**src/rtl/firefly_pkg.sv**
```systemverilog
`default_nettype none
// +----------------------------------------------------------------------+
// | Module   : firefly_pkg                                               |
// | Purpose  : Shared definitions for the firefly flash regenerator:     |
// |            output-mode encodings and a saturating doubling helper.   |
// | Revision : 1.0  initial release                                      |
// +----------------------------------------------------------------------+
package firefly_pkg;

  typedef enum logic [1:0] {
    MODE_MIRROR = 2'd0,
    MODE_INVERT = 2'd1,
    MODE_DOUBLE = 2'd2,
    MODE_HALF   = 2'd3
  } mode_e;

  // Shift left by one, clamping to max_val instead of wrapping.
  function automatic logic [31:0] sat_shl(input logic [31:0] v,
                                          input logic [31:0] max_val);
    logic [32:0] d;
    d = {v, 1'b0};
    if (d > {1'b0, max_val}) return max_val;
    return d[31:0];
  endfunction

endpackage
`default_nettype wire

```
**src/rtl/firefly_meter.sv**
```systemverilog
`default_nettype none
// +----------------------------------------------------------------------+
// | Module   : firefly_meter                                             |
// | Purpose  : Synchronises the asynchronous flash input, detects its    |
// |            rising edges and measures period / high time in clocks.   |
// | Ports    : clk, rst        - clock, synchronous active-high reset     |
// |            f0              - asynchronous flash input                |
// |            rise            - registered rising-edge strobe           |
// |            period/high_time/valid/overflow - latched measurement     |
// |            period_nxt/high_nxt/valid_nxt   - next-state values, so   |
// |              the generator can realign on the same edge they latch   |
// | Revision : 1.0  initial release                                      |
// +----------------------------------------------------------------------+
module firefly_meter #(
  parameter int CNT_W       = 16,
  parameter int SYNC_STAGES = 2
) (
  input  logic             clk,
  input  logic             rst,
  input  logic             f0,
  output logic             rise,
  output logic [CNT_W-1:0] period,
  output logic [CNT_W-1:0] high_time,
  output logic             valid,
  output logic             overflow,
  output logic [CNT_W-1:0] period_nxt,
  output logic [CNT_W-1:0] high_nxt,
  output logic             valid_nxt
);

  localparam logic [CNT_W-1:0] CNT_MAX = '1;
  localparam logic [CNT_W-1:0] CNT_ONE = {{(CNT_W-1){1'b0}}, 1'b1};

  logic [SYNC_STAGES-1:0] sync;
  logic                   lvl;    // edge register: synchronised level, aligned with rise
  logic                   armed;  // a phase-establishing rise has been seen
  logic [CNT_W-1:0]       cnt;
  logic [CNT_W-1:0]       hcnt;
  logic                   sat;

  assign sat = (cnt == CNT_MAX);

  // Saturation wins over a coincident rise: the measurement is dropped.
  always_comb begin
    period_nxt = period;
    high_nxt   = high_time;
    valid_nxt  = valid;
    if (sat) begin
      valid_nxt = 1'b0;
    end else if (rise && armed) begin
      period_nxt = cnt;
      high_nxt   = hcnt;
      valid_nxt  = 1'b1;
    end
  end

  always_ff @(posedge clk) begin
    if (rst) begin
      sync      <= '0;
      lvl       <= 1'b0;
      rise      <= 1'b0;
      armed     <= 1'b0;
      cnt       <= '0;
      hcnt      <= '0;
      period    <= '0;
      high_time <= '0;
      valid     <= 1'b0;
      overflow  <= 1'b0;
    end else begin
      sync      <= {sync[SYNC_STAGES-2:0], f0};
      lvl       <= sync[SYNC_STAGES-1];
      rise      <= sync[SYNC_STAGES-1] & ~lvl;
      period    <= period_nxt;
      high_time <= high_nxt;
      valid     <= valid_nxt;
      if (sat) overflow <= 1'b1;
      if (rise) begin
        // The rise cycle itself is high and the first cycle of the new period.
        cnt   <= CNT_ONE;
        hcnt  <= CNT_ONE;
        armed <= 1'b1;
      end else begin
        if (!sat) cnt <= cnt + CNT_ONE;
        if (lvl && (hcnt != CNT_MAX)) hcnt <= hcnt + CNT_ONE;
        if (sat) armed <= 1'b0;
      end
    end
  end

endmodule
`default_nettype wire

```
**src/rtl/firefly_echo.sv**
```systemverilog
`default_nettype none
// +----------------------------------------------------------------------+
// | Module   : firefly_echo                                              |
// | Purpose  : Regenerates a clean, phase-aligned flash from a measured  |
// |            slow input in mirror / invert / double / half mode.       |
// | Ports    : clk, rst  - clock, synchronous active-high reset           |
// |            f0        - asynchronous flash input                      |
// |            mode      - 0 mirror, 1 invert, 2 double, 3 half          |
// |            f1        - registered regenerated flash                  |
// |            period, high_time, valid, overflow - measurement readout  |
// | Revision : 1.0  initial release                                      |
// +----------------------------------------------------------------------+
module firefly_echo
  import firefly_pkg::*;
#(
  parameter int CNT_W       = 16,
  parameter int SYNC_STAGES = 2
) (
  input  logic             clk,
  input  logic             rst,
  input  logic             f0,
  input  logic [1:0]       mode,
  output logic             f1,
  output logic [CNT_W-1:0] period,
  output logic [CNT_W-1:0] high_time,
  output logic             valid,
  output logic             overflow
);

  localparam logic [31:0]    MAX32 = 32'((64'd1 << CNT_W) - 64'd1);
  localparam logic [CNT_W:0] G_ONE = {{CNT_W{1'b0}}, 1'b1};

  logic             rise;
  logic             valid_nxt;
  logic [CNT_W-1:0] period_nxt;
  logic [CNT_W-1:0] high_nxt;

  firefly_meter #(
    .CNT_W       (CNT_W),
    .SYNC_STAGES (SYNC_STAGES)
  ) u_meter (
    .clk        (clk),
    .rst        (rst),
    .f0         (f0),
    .rise       (rise),
    .period     (period),
    .high_time  (high_time),
    .valid      (valid),
    .overflow   (overflow),
    .period_nxt (period_nxt),
    .high_nxt   (high_nxt),
    .valid_nxt  (valid_nxt)
  );

  logic [CNT_W-1:0] gcnt;
  logic [CNT_W-1:0] p_cur;
  logic [CNT_W-1:0] h_cur;
  logic [CNT_W-1:0] p_new;
  logic [CNT_W-1:0] h_new;
  logic [CNT_W-1:0] p_dbl;
  logic [CNT_W-1:0] h_dbl;
  logic [CNT_W:0]   gcnt_inc;
  logic             tog;
  logic             align;
  logic             wrap;

  assign p_dbl = CNT_W'(sat_shl(32'(period_nxt), MAX32));
  assign h_dbl = CNT_W'(sat_shl(32'(high_nxt), MAX32));

  // Targets are computed from the next-state measurement so a realign on
  // the latching edge already uses the fresh period.
  always_comb begin
    p_new = period_nxt;
    h_new = high_nxt;
    case (mode_e'(mode))
      MODE_MIRROR: begin
        p_new = period_nxt;
        h_new = high_nxt;
      end
      MODE_INVERT: begin
        p_new = period_nxt;
        h_new = period_nxt - high_nxt;
      end
      MODE_DOUBLE: begin
        p_new = {1'b0, period_nxt[CNT_W-1:1]};
        h_new = {1'b0, high_nxt[CNT_W-1:1]};
      end
      MODE_HALF: begin
        p_new = p_dbl;
        h_new = h_dbl;
      end
      default: ;
    endcase
  end

  // In half mode only every second rise realigns; tog marks the skipped one.
  assign align    = rise && ((mode_e'(mode) != MODE_HALF) || !tog);
  assign gcnt_inc = {1'b0, gcnt} + G_ONE;
  // ">=" also covers a zero-length target, which then wraps every cycle.
  assign wrap     = (gcnt_inc >= {1'b0, p_cur});

  always_ff @(posedge clk) begin
    if (rst) begin
      gcnt  <= '0;
      p_cur <= '0;
      h_cur <= '0;
      tog   <= 1'b0;
      f1    <= 1'b0;
    end else if (!valid_nxt) begin
      gcnt <= '0;
      tog  <= 1'b0;
      f1   <= 1'b0;
    end else begin
      if (rise) tog <= ~tog;
      if (align || wrap) begin
        gcnt  <= '0;
        p_cur <= p_new;
        h_cur <= h_new;
        f1    <= (h_new != '0);
      end else begin
        gcnt  <= gcnt_inc[CNT_W-1:0];
        f1    <= (gcnt_inc < {1'b0, h_cur});
      end
    end
  end

endmodule
`default_nettype wire

```
**config.mk**
```make
export PLATFORM = sky130hd
export DESIGN_NAME = firefly_echo
export DESIGN_NICKNAME = d
export VERILOG_FILES = /design/src/rtl/firefly_pkg.sv /design/src/rtl/firefly_meter.sv /design/src/rtl/firefly_echo.sv
export SDC_FILE = /design/constraint.sdc
export NUM_CORES = 1
export LEC_CHECK = 0
export CORE_ASPECT_RATIO = 1.5
export CORE_UTILIZATION = 35
export CTS_BUF_LIST = sky130_fd_sc_hd__clkbuf_2
export DETAILED_ROUTE_END_ITERATION = 8
export SYNTH_ARGS = -nofsm -noshare
export SYNTH_HDL_FRONTEND = slang
export SYNTH_SLANG_ARGS = --single-unit
```
**constraint.sdc**
```tcl
create_clock -name clk -period 13.2 [get_ports clk]
set_input_delay 2.64 -clock clk [delete_from_list [all_inputs] [get_ports clk]]
set_output_delay 2.64 -clock clk [all_outputs]
set_load 0.01 [all_outputs]
```
==> results.yml <==
status:
  status: "finished, final reports clean"
placement:
  dp_hpwl_um: 18100
  dpl_cell_area_um2: 8480
  gp_congestion: 0.987
  io_buffers: 39
  pre_cts_ws_ps: 7410
floorplan:
  die_h_um: 187
  die-area_um2: 23500
  initial_core_util_pct: 35.7
  core-area_um2: 22400
  io_pins: 40
  die_x_um: 125
  row_count: 67
worst_hold_path:
  min_path_type: "reg -> reg"
  worst_hold_path.endpoint: "u_meter.lvl"
  hold_depth: 1
  min_from: "u_meter.sync[1]"
yosys:
  synth_top_cell_by_area: "dfxtp_1"
  synth_most_common_cell: "nor2_1"
  yosys.area.top_type_share_pct: 30.3
  synth-edff-count: 0
  syn-cell-area_um2: 8000
  synth.distinct_cells: 89
  seq_area_frac_synth_pct: 30.3
  yosys_warnings: 0
  ys.flop_type: "dfxtp_1"
  ys_seq_elements: 121
  async_flop_share_pct: 0
  syn_inst: 984
  avgSynthCellArea_um2: 8.13
  synth_common_cells: "nor2_1, dfxtp_1, nand2_1"
  synth_fp_nets: 1033
  synth.area.top_cells: "dfxtp_1, ha_1, nor2_1"
cells_and_area:
  final_util_pct: 39.1
  final_area_um2: 8750
  drive_above_1_share_pct: 8.34
  area_delta_synth_final_pct: 9.43
  nets: 1043
  n_fill_cell: 2277
clock_tree:
  clockBufferDepth: 2
  tritoncts: "done"
  cts.hold.buffers_added: 0
  clkLatencyLatePin_ps: 690
  htreeDepth: 4
  cts.sinks: 121
  postCtsSetupRepairBufs: 0
  cts-resized-gates: 0
  clkTransAtPathRegs_ps: 210
  cts_made_buffers: 17
  cts_root_buffer: "clkbuf_2"
setup_path:
  end_kind: "flip-flop"
  critPathTopFamily: "simple AND/OR/NAND/NOR gates"
  rr_worst_depth: 18
  cp_max_fo: 39
  rr_startpoint: "u_meter.cnt[1]"
  crit_required_ps: 13800
  reg2reg_to: "f1"
  crit_path_top_delay_cell: "dfxtp_1"
  cp_common_cell: "ha_1"
  critPathArrivalTime_ps: 6490
  cpPeakStageDelay_ps: 560
  r2r_setup_slack_ps: 7310
  path_class: "reg -> reg"
  crit_path_start_kind: "flip-flop"
  crit_path_cell_trace: "ha_1 > and3_1 > nand4_4 > nand2_2 > buf_4 > mux2i_1 > inv_1 > ha_1 > a21o_1 > maj3_1 > a41o_1 > a31o_4 > or3_1 > a311o_1 > nor4_1 > nand4_1 > nor4b_2 > a21oi_1"
  worstPathBufferInverterCount: 2
sta:
  setup_viol: 0
  slew_headroom_pct: 23.4
  fin_skew_ps: 42.2
  holdWs_ps: 455
  fin_ws_ps: 7310
  finalHoldViolCount: 0
  final_max_slew_viol_count: 0
  worst_slew_pin_slew_ps: 1150
  tns_ps: 0
  clock.fmax_ghz: 0.170
  min_period_ps: 5890
  fin_crit_sh_pct: 44.6
  rsz0062_at_grt: "no"
grt:
  grt_pass1_vias: 7075
  grt_max_degree: 73
  grt_overflow_total: 0
  grt_pass1_wl_um: 38500
  antenna_found_initial: 1
  grtUsageTotal_pct: 21.1
drt:
  wire_per_inst_um: 18.7
  drc: 0
  wl_um: 24000
  first_pass_iters: 7
  ant_nets: 0
  drtIter0Drc: 477
  via_per_inst: 5.61
  vias: 7204
power:
  power_density_nw_per_um2: 78.6
  seq_power_share_pct: 54.0
  p_int_w: 0.000507
  p_leak_nw: 3.50
  clkPwrFrac_pct: 39.7
  worst_ir_drop_vdd_uv: 76.2
  combinationalPowerShare_pct: 6.3
  netSwitchingPower_w: 0.000181
  swShare_pct: 26.3
job:
  cap_violations: 0
stage by stage:
step,std cells,total power [W]
floorplan,984,0.000411
global placement,1251,0.000422
detailed placement,1251,0.000422
CTS,1283,0.000694
global route,1284,0.000716
finish,1284,0.000688
power groups by stage:
stage / registers [W] / clock network, W / logic, W
after floorplan: 0.000377 / 0 / 0.0000339
after global placement: 0.000379 / 0 / 0.0000429
after detailed placement: 0.000379 / 0 / 0.0000429
after CTS: 0.000371 / 0.000280 / 0.0000431
after global routing: 0.000372 / 0.000297 / 0.0000472
final: 0.000371 / 0.000274 / 0.0000432
final cells by class:
class,count,area [um^2],area share (%)
sequential,121,2420,27.7
clock buffer,19,95.1,1.09
antenna,1,2.50,0.0286
inverter,54,203,2.32
tap,276,345,3.95
clock inverter,13,178,2.03
multi-input combinational,751,5050,57.7
timing repair buffer,49,455,5.20
worst max path at each step:
stage | slack [ps] | start | endpoint | cells after the start
finish | 7310 | u_meter.cnt[1] | f1 | 18
global route | 6980 | u_meter.cnt[1] | f1 | 18
CTS | 7370 | u_meter.cnt[1] | f1 | 17
detailed placement | 7410 | u_meter.cnt[1] | f1 | 17
global placement | 7540 | u_meter.cnt[1] | f1 | 18
floorplan | 7970 | u_meter.cnt[0] | f1 | 21
cell families after synthesis:
kind of cell               count (synthesis)  synth area share [%]
buffers and inverters                    112                  6.73
and+or+nand+nor                          391                  24.6
adders and majority gates                 50                  7.66
xor gates and xnor gates                  55                  6.02
muxes                                     50                  6.77
DFF                                      121                  30.3
AOI/OAI and AO/OA                        205                  18.0
placed cells by master, fill, tap and decap left out, types with 27 or more instances in the layout:
master	n
nand3_1	45
nand4_1	27
a21oi_1	38
inv_1	53
ha_1	44
xnor2_1	27
mux2i_1	41
xor2_1	28
nand2_1	71
dfxtp_1	121
nor2_1	126
clkdlybuf4s50_1	37
o21ai_0	37
o211ai_1	27
registers in the layout, indices dropped and copies added (netlist names):
name / count
tog: 1
u_meter.period: 16
u_meter.valid: 1
f1: 1
gcnt: 16
h_cur: 16
p_cur: 16
u_meter.overflow: 1
u_meter.high_time: 16
u_meter.rise: 1
u_meter.cnt: 16
u_meter.hcnt: 16
u_meter.lvl: 1
u_meter.sync: 2
u_meter.armed: 1
metal layers:
layer / routed length [um] / part of all wire, % / up-vias / track usage, %
li1: - / - / 3543 / -
met2: 12300 / 51 / 215 / 38.1
met4: 1370 / 5.7 / 0 / 13.4
met1: 9490 / 40 / 3375 / 23.3
met5: 0 / 0 / - / 0
met3: 826 / 3.4 / 71 / 2.37
Power figures use the tool's default switching activity.
==> RTL change 1, RTL diff (config.mk and constraints unchanged) <==
Make the reset (`rst`) asynchronous in 2 clocked blocks. Comments in the files are not updated.
--- a/src/rtl/firefly_meter.sv
+++ b/src/rtl/firefly_meter.sv
@@ -54,7 +54,7 @@
     end
   end
 
-  always_ff @(posedge clk) begin
+  always_ff @(posedge clk or posedge rst) begin
     if (rst) begin
       sync      <= '0;
       lvl       <= 1'b0;
--- a/src/rtl/firefly_echo.sv
+++ b/src/rtl/firefly_echo.sv
@@ -99,7 +99,7 @@
   // ">=" also covers a zero-length target, which then wraps every cycle.
   assign wrap     = (gcnt_inc >= {1'b0, p_cur});
 
-  always_ff @(posedge clk) begin
+  always_ff @(posedge clk or posedge rst) begin
     if (rst) begin
       gcnt  <= '0;
       p_cur <= '0;
Check against the original RTL: differs if rst is asserted again (counterexample within 10 cycles, from zero or initial values and one cycle with rst high); with rst held inactive, the same outputs for 10 cycles.
==> RTL change 1 against the original RTL <==
- synthesized area shrank 0.58%
- worst hold slack lost 0.085 ns
- sequential cell count is the same
- clock skew grew 0.0058 ns
- wire length shrank 10%
- design area grew 0.79%
- setup slack gained 0.50 ns
- critical endpoint is now f1$_DFF_PP0_
Power is not compared: it rests on default switching activity, and its combinational part moved more than twofold at a synthesized area within 25%.
==> RTL change 1: results <==
set metrics [dict create \
    share_of_synthesized_cell_area_in_full_adder_half_adder_and_majority_cells_pct 7.725 \
    post_route_cells_drive_above_1_share_pct 8.369 \
    viasPerCell 5.358 \
    post_synth_main_area_contributors "sky130_fd_sc_hd__dfrtp_1, sky130_fd_sc_hd__ha_1, sky130_fd_sc_hd__nand2_1" \
    r2r-end "f1$_DFF_PP0_" \
    hpwlAfterDp_mm 16.37 \
    hold_path_end "u_meter.sync[1]$_DFF_PP0_" \
    final_nets 969 \
    slew_headroom_pct 44.58 \
    grt_start_max_net_pins 66 \
    synth.net_count 944 \
    worst_hold_path.num_cells 0 \
    startpoint_of_the_worst_hold_path "u_meter.sync[0]$_DFF_PP0_" \
    synthDistinctLibCells 78 \
    drt_wl_total_mm 21.56 \
    synth_xor_area_share_pct 6.608 \
    yosys-mux-area-fraction_pct 6.687 \
    crit_path_top_delay_cell "sky130_fd_sc_hd__a2111oi_0" \
    crit_path_max_fanout 43 \
    number_of_global_route_vias_before_repair 6433 \
    worst-r2r-setup-slack_ns 7.81 \
    grt_first_pass_wirelength_mm 35.08 \
    dr_total_vias 6478 \
    synth-async-reset-ratio_pct 100.0 \
    fin_skew_ns 0.04803 \
    top_cells_by_count_synth "sky130_fd_sc_hd__dfrtp_1, sky130_fd_sc_hd__nand2_1, sky130_fd_sc_hd__nor2_1" \
    fillers 2290 \
    worst_skew_pair.late_latency_ns 0.77 \
    finalWeightedCongestion 0.8806 \
    ir_drop_v 0.00008812 \
    reg2reg_from "u_meter.cnt[1]$_DFFE_PP0P_" \
    detail_route.first_pass.iterations 4 \
    globalRouteTotalUtil_pct 19.50 \
    run_status "completed" \
    timing.critical_path.slowest_cell_delay_ns 0.60 \
    fraction_of_the_mapped_netlist_area_in_compound_gates_pct 14.69 \
    antenna_violations_before_repair 1 \
    timing.hold.ws_ns 0.3703 \
]
RTL change 1: worst max-delay path by stage:
stage / from / endpoint / slack (ns) / depth (start not counted)
after global routing: u_meter.cnt[1]$_DFFE_PP0P_ / f1$_DFF_PP0_ / 7.44 / 19
after detailed placement: mode[0] / f1$_DFF_PP0_ / 7.70 / 9
after global placement: mode[0] / f1$_DFF_PP0_ / 7.68 / 9
after CTS: u_meter.cnt[9]$_DFFE_PP0P_ / f1$_DFF_PP0_ / 7.77 / 18
after floorplan: rst / f1$_DFF_PP0_ / 7.35 / 1
final: u_meter.cnt[1]$_DFFE_PP0P_ / f1$_DFF_PP0_ / 7.81 / 19
RTL change 1: worst reg2reg max path: stages (launching register included):
cell,delay [ns]
sky130_fd_sc_hd__dfrtp_1,0.49
sky130_fd_sc_hd__ha_1,0.25
sky130_fd_sc_hd__nand3_1,0.14
sky130_fd_sc_hd__or2_4,0.29
sky130_fd_sc_hd__o21ai_4,0.11
sky130_fd_sc_hd__buf_4,0.48
sky130_fd_sc_hd__mux2i_1,0.45
sky130_fd_sc_hd__ha_1,0.21
sky130_fd_sc_hd__inv_1,0.04
sky130_fd_sc_hd__ha_1,0.18
sky130_fd_sc_hd__a211oi_1,0.27
sky130_fd_sc_hd__a211oi_1,0.09
sky130_fd_sc_hd__a2111oi_0,0.60
sky130_fd_sc_hd__maj3_1,0.38
sky130_fd_sc_hd__o211ai_1,0.14
sky130_fd_sc_hd__mux2i_1,0.18
sky130_fd_sc_hd__nand3_1,0.10
sky130_fd_sc_hd__or4_1,0.50
sky130_fd_sc_hd__nor4_1,0.28
sky130_fd_sc_hd__a21oi_1,0.10
RTL change 1: metal layers:
metal | GRT usage, % | vias up | part of all wire (%)
met3 | 2.982 | 46 | 2.6
li1 | - | 3180 | -
met4 | 10.60 | 0 | 4.8
met1 | 22.46 | 3143 | 41
met5 | 0 | - | 0
met2 | 34.46 | 109 | 52
RTL change 1: cell type report:
type                            instances  area, µm²  area share (%)
Clock inverter                         14      197.7           2.241
Inverter                               66      250.2           2.836
Sequential cell                       121       3028           34.32
Timing Repair Buffer                   49      460.4           5.219
Multi-Input combinational cell        664       4448           50.42
Clock buffer                           18      90.09           1.021
Tap cell                              276      345.3           3.914
Antenna cell                            1      2.502         0.02836
RTL change 1: per-stage QoR:
| stage | setup slack (ns) | total power, mW | cell area [µm²] |
|---|---|---|---|
| 2_1_floorplan | 7.346 | 0.8107 | 7953 |
| 3_3_place_gp | 7.681 | 0.9272 | 8532 |
| 3_5_place_dp | 7.704 | 0.9340 | 8532 |
| 4_1_cts | 7.769 | 1.220 | 8820 |
| 5_1_grt | 7.442 | 1.299 | 8822 |
| 6_report | 7.814 | 1.212 | 8822 |
==> RTL change 2, RTL diff (config.mk and constraints unchanged) <==
Made on the original files. `CNT_W` is set to 16 in 2 places; all go to 17.
--- a/src/rtl/firefly_meter.sv
+++ b/src/rtl/firefly_meter.sv
@@ -12,7 +12,7 @@
 // | Revision : 1.0  initial release                                      |
 // +----------------------------------------------------------------------+
 module firefly_meter #(
-  parameter int CNT_W       = 16,
+  parameter int CNT_W       = 17,
   parameter int SYNC_STAGES = 2
 ) (
   input  logic             clk,
--- a/src/rtl/firefly_echo.sv
+++ b/src/rtl/firefly_echo.sv
@@ -13,7 +13,7 @@
 module firefly_echo
   import firefly_pkg::*;
 #(
-  parameter int CNT_W       = 16,
+  parameter int CNT_W       = 17,
   parameter int SYNC_STAGES = 2
 ) (
   input  logic             clk,
Ports: changed (resized high_time and period); port bits go from 40 to 42. The function was not compared with the original's and may differ.
==> RTL change 2 against the original RTL <==
- sequential cell count grew 7
- clock power shrank 2%
- synthesized area grew 4.6%
- power grew 2.3%
- largest power group unchanged
- design area grew 5.3%
- setup slack lost 0.17 ns
- wire length shrank 5.1%
- largest cell class unchanged
- maximum frequency shrank 2.8%
==> RTL change 2: results <==
set metrics [dict create \
    hpwlAfterDp_mm 17.24 \
    grt_util_met1_pct 22.20 \
    core_area_mm2 0.02323 \
    run_status "completed" \
    global_route.usage.met3_pct 2.547 \
    synth-warning-count 0 \
    routed_len_inst_um 16.27 \
    power.share.switching_pct 27.69 \
    cts_max_level 4 \
    synth_area_per_cell_um2 7.909 \
    crit_path_top_delay_cell "sky130_fd_sc_hd__dfxtp_1" \
    path_clk_slew_ns 0.24 \
    r2r_cells 20 \
    postPlaceCellArea_mm2 0.008961 \
    finalWeightedCongestion 0.8629 \
    synthDistinctLibCells 80 \
    fillers 2406 \
    final_nets 1121 \
    met1_length_mm 9.796 \
    met3WireLength_um 496 \
    slew_headroom_pct 23.72 \
    viasPerCell 5.246 \
    total_leakage_power_nw 3.899 \
    number_of_global_route_vias_before_repair 7209 \
    drt_wl_total_mm 22.77 \
    crit_path_max_fanout 10 \
    power_per_cell_area_mw_per_mm2 76.33 \
    top_cells_by_count_synth "sky130_fd_sc_hd__nor2_1, sky130_fd_sc_hd__dfxtp_1, sky130_fd_sc_hd__nand2_1" \
    post_route_cells_drive_above_1_share_pct 6.556 \
    ir_drop_v 0.00006021 \
    globalRouteTotalUtil_pct 19.26 \
    grt_start_max_net_pins 80 \
    grtUsageMet2_pct 34.86 \
    worst_hold_path.num_cells 1 \
    placement.io_buffers 41 \
    timing.critical_path.max_delay_family "simple AND/OR/NAND/NOR gates" \
    worstHoldPathType "reg -> reg" \
    post-place-ws_ns 7.171 \
    post_synth_main_area_contributors "sky130_fd_sc_hd__dfxtp_1, sky130_fd_sc_hd__nor2_1, sky130_fd_sc_hd__ha_1" \
    cp_data_arrival_time_ns 6.70 \
    detail_route.first_pass.iterations 5 \
    worst_skew_pair.late_latency_ns 0.73 \
    dr_wl_met2_mm 11.74 \
    fin_skew_ns 0.05550 \
    synth-main-ff-cell "sky130_fd_sc_hd__dfxtp_1" \
    seq_area_frac_synth_pct 30.62 \
    power.share.sequential_pct 55.8 \
    timing.critical_path.slowest_cell_delay_ns 0.54 \
    grt_first_pass_wirelength_mm 36.83 \
    dpl.cell_count 1366 \
    final_util_pct 39.70 \
    initialDrtViolationCount 264 \
]
==> RTL change 2: cell count changes in the layout (fill, tap and decap cells not counted), sizes merged, moves of 12 or more <==
cell,unedited run,this run
nor3,22,37
a21oi,40,59
nand3,46,32
nor2,128,158
mux2i,44,56
o211ai,27,12
nand4,28,13
nor2b,13,26
==> RTL change 2: cell type report <==
class | count | area share [%]
multi-input combinational | 809 | 57.35
antenna | 1 | 0.02714
inverter | 62 | 2.524
timing repair buffer | 52 | 5.237
clock inverter | 14 | 1.818
sequential | 128 | 27.79
tap | 315 | 4.274
clock buffer | 18 | 0.9769
==> RTL change 2: cells by family (layout without fill, tap and decap cells) <==
| logic type | Yosys count | in the layout | share of synthesized area [%] |
|---|---|---|---|
| buffers and inverters | 121 | 146 | 6.205 |
| AND/OR/NAND/NOR | 430 | 430 | 25.22 |
| adder cells (fa/ha/maj) | 50 | 50 | 7.356 |
| flip-flops | 128 | 128 | 30.62 |
| XOR/XNOR | 64 | 64 | 6.699 |
| multiplexers | 62 | 62 | 7.865 |
| AO/OA/AOI/OAI | 203 | 203 | 16.03 |
| other | 0 | 1 | 0 |
==> RTL change 2: path summary, 6_finish.rpt <==
| path | from | endpoint | slack, ns |
|---|---|---|---|
| worst max-delay path | u_meter.cnt[6]$_SDFFE_PP0N_ | f1$_SDFF_PP0_ | 7.14 |
| worst min-delay path | u_meter.sync[0]$_SDFF_PP0_ | u_meter.sync[1]$_SDFF_PP0_ | 0.47 |
| worst min register to register | u_meter.sync[0]$_SDFF_PP0_ | u_meter.sync[1]$_SDFF_PP0_ | 0.47 |
| worst max register to register | u_meter.cnt[6]$_SDFFE_PP0N_ | f1$_SDFF_PP0_ | 7.14 |
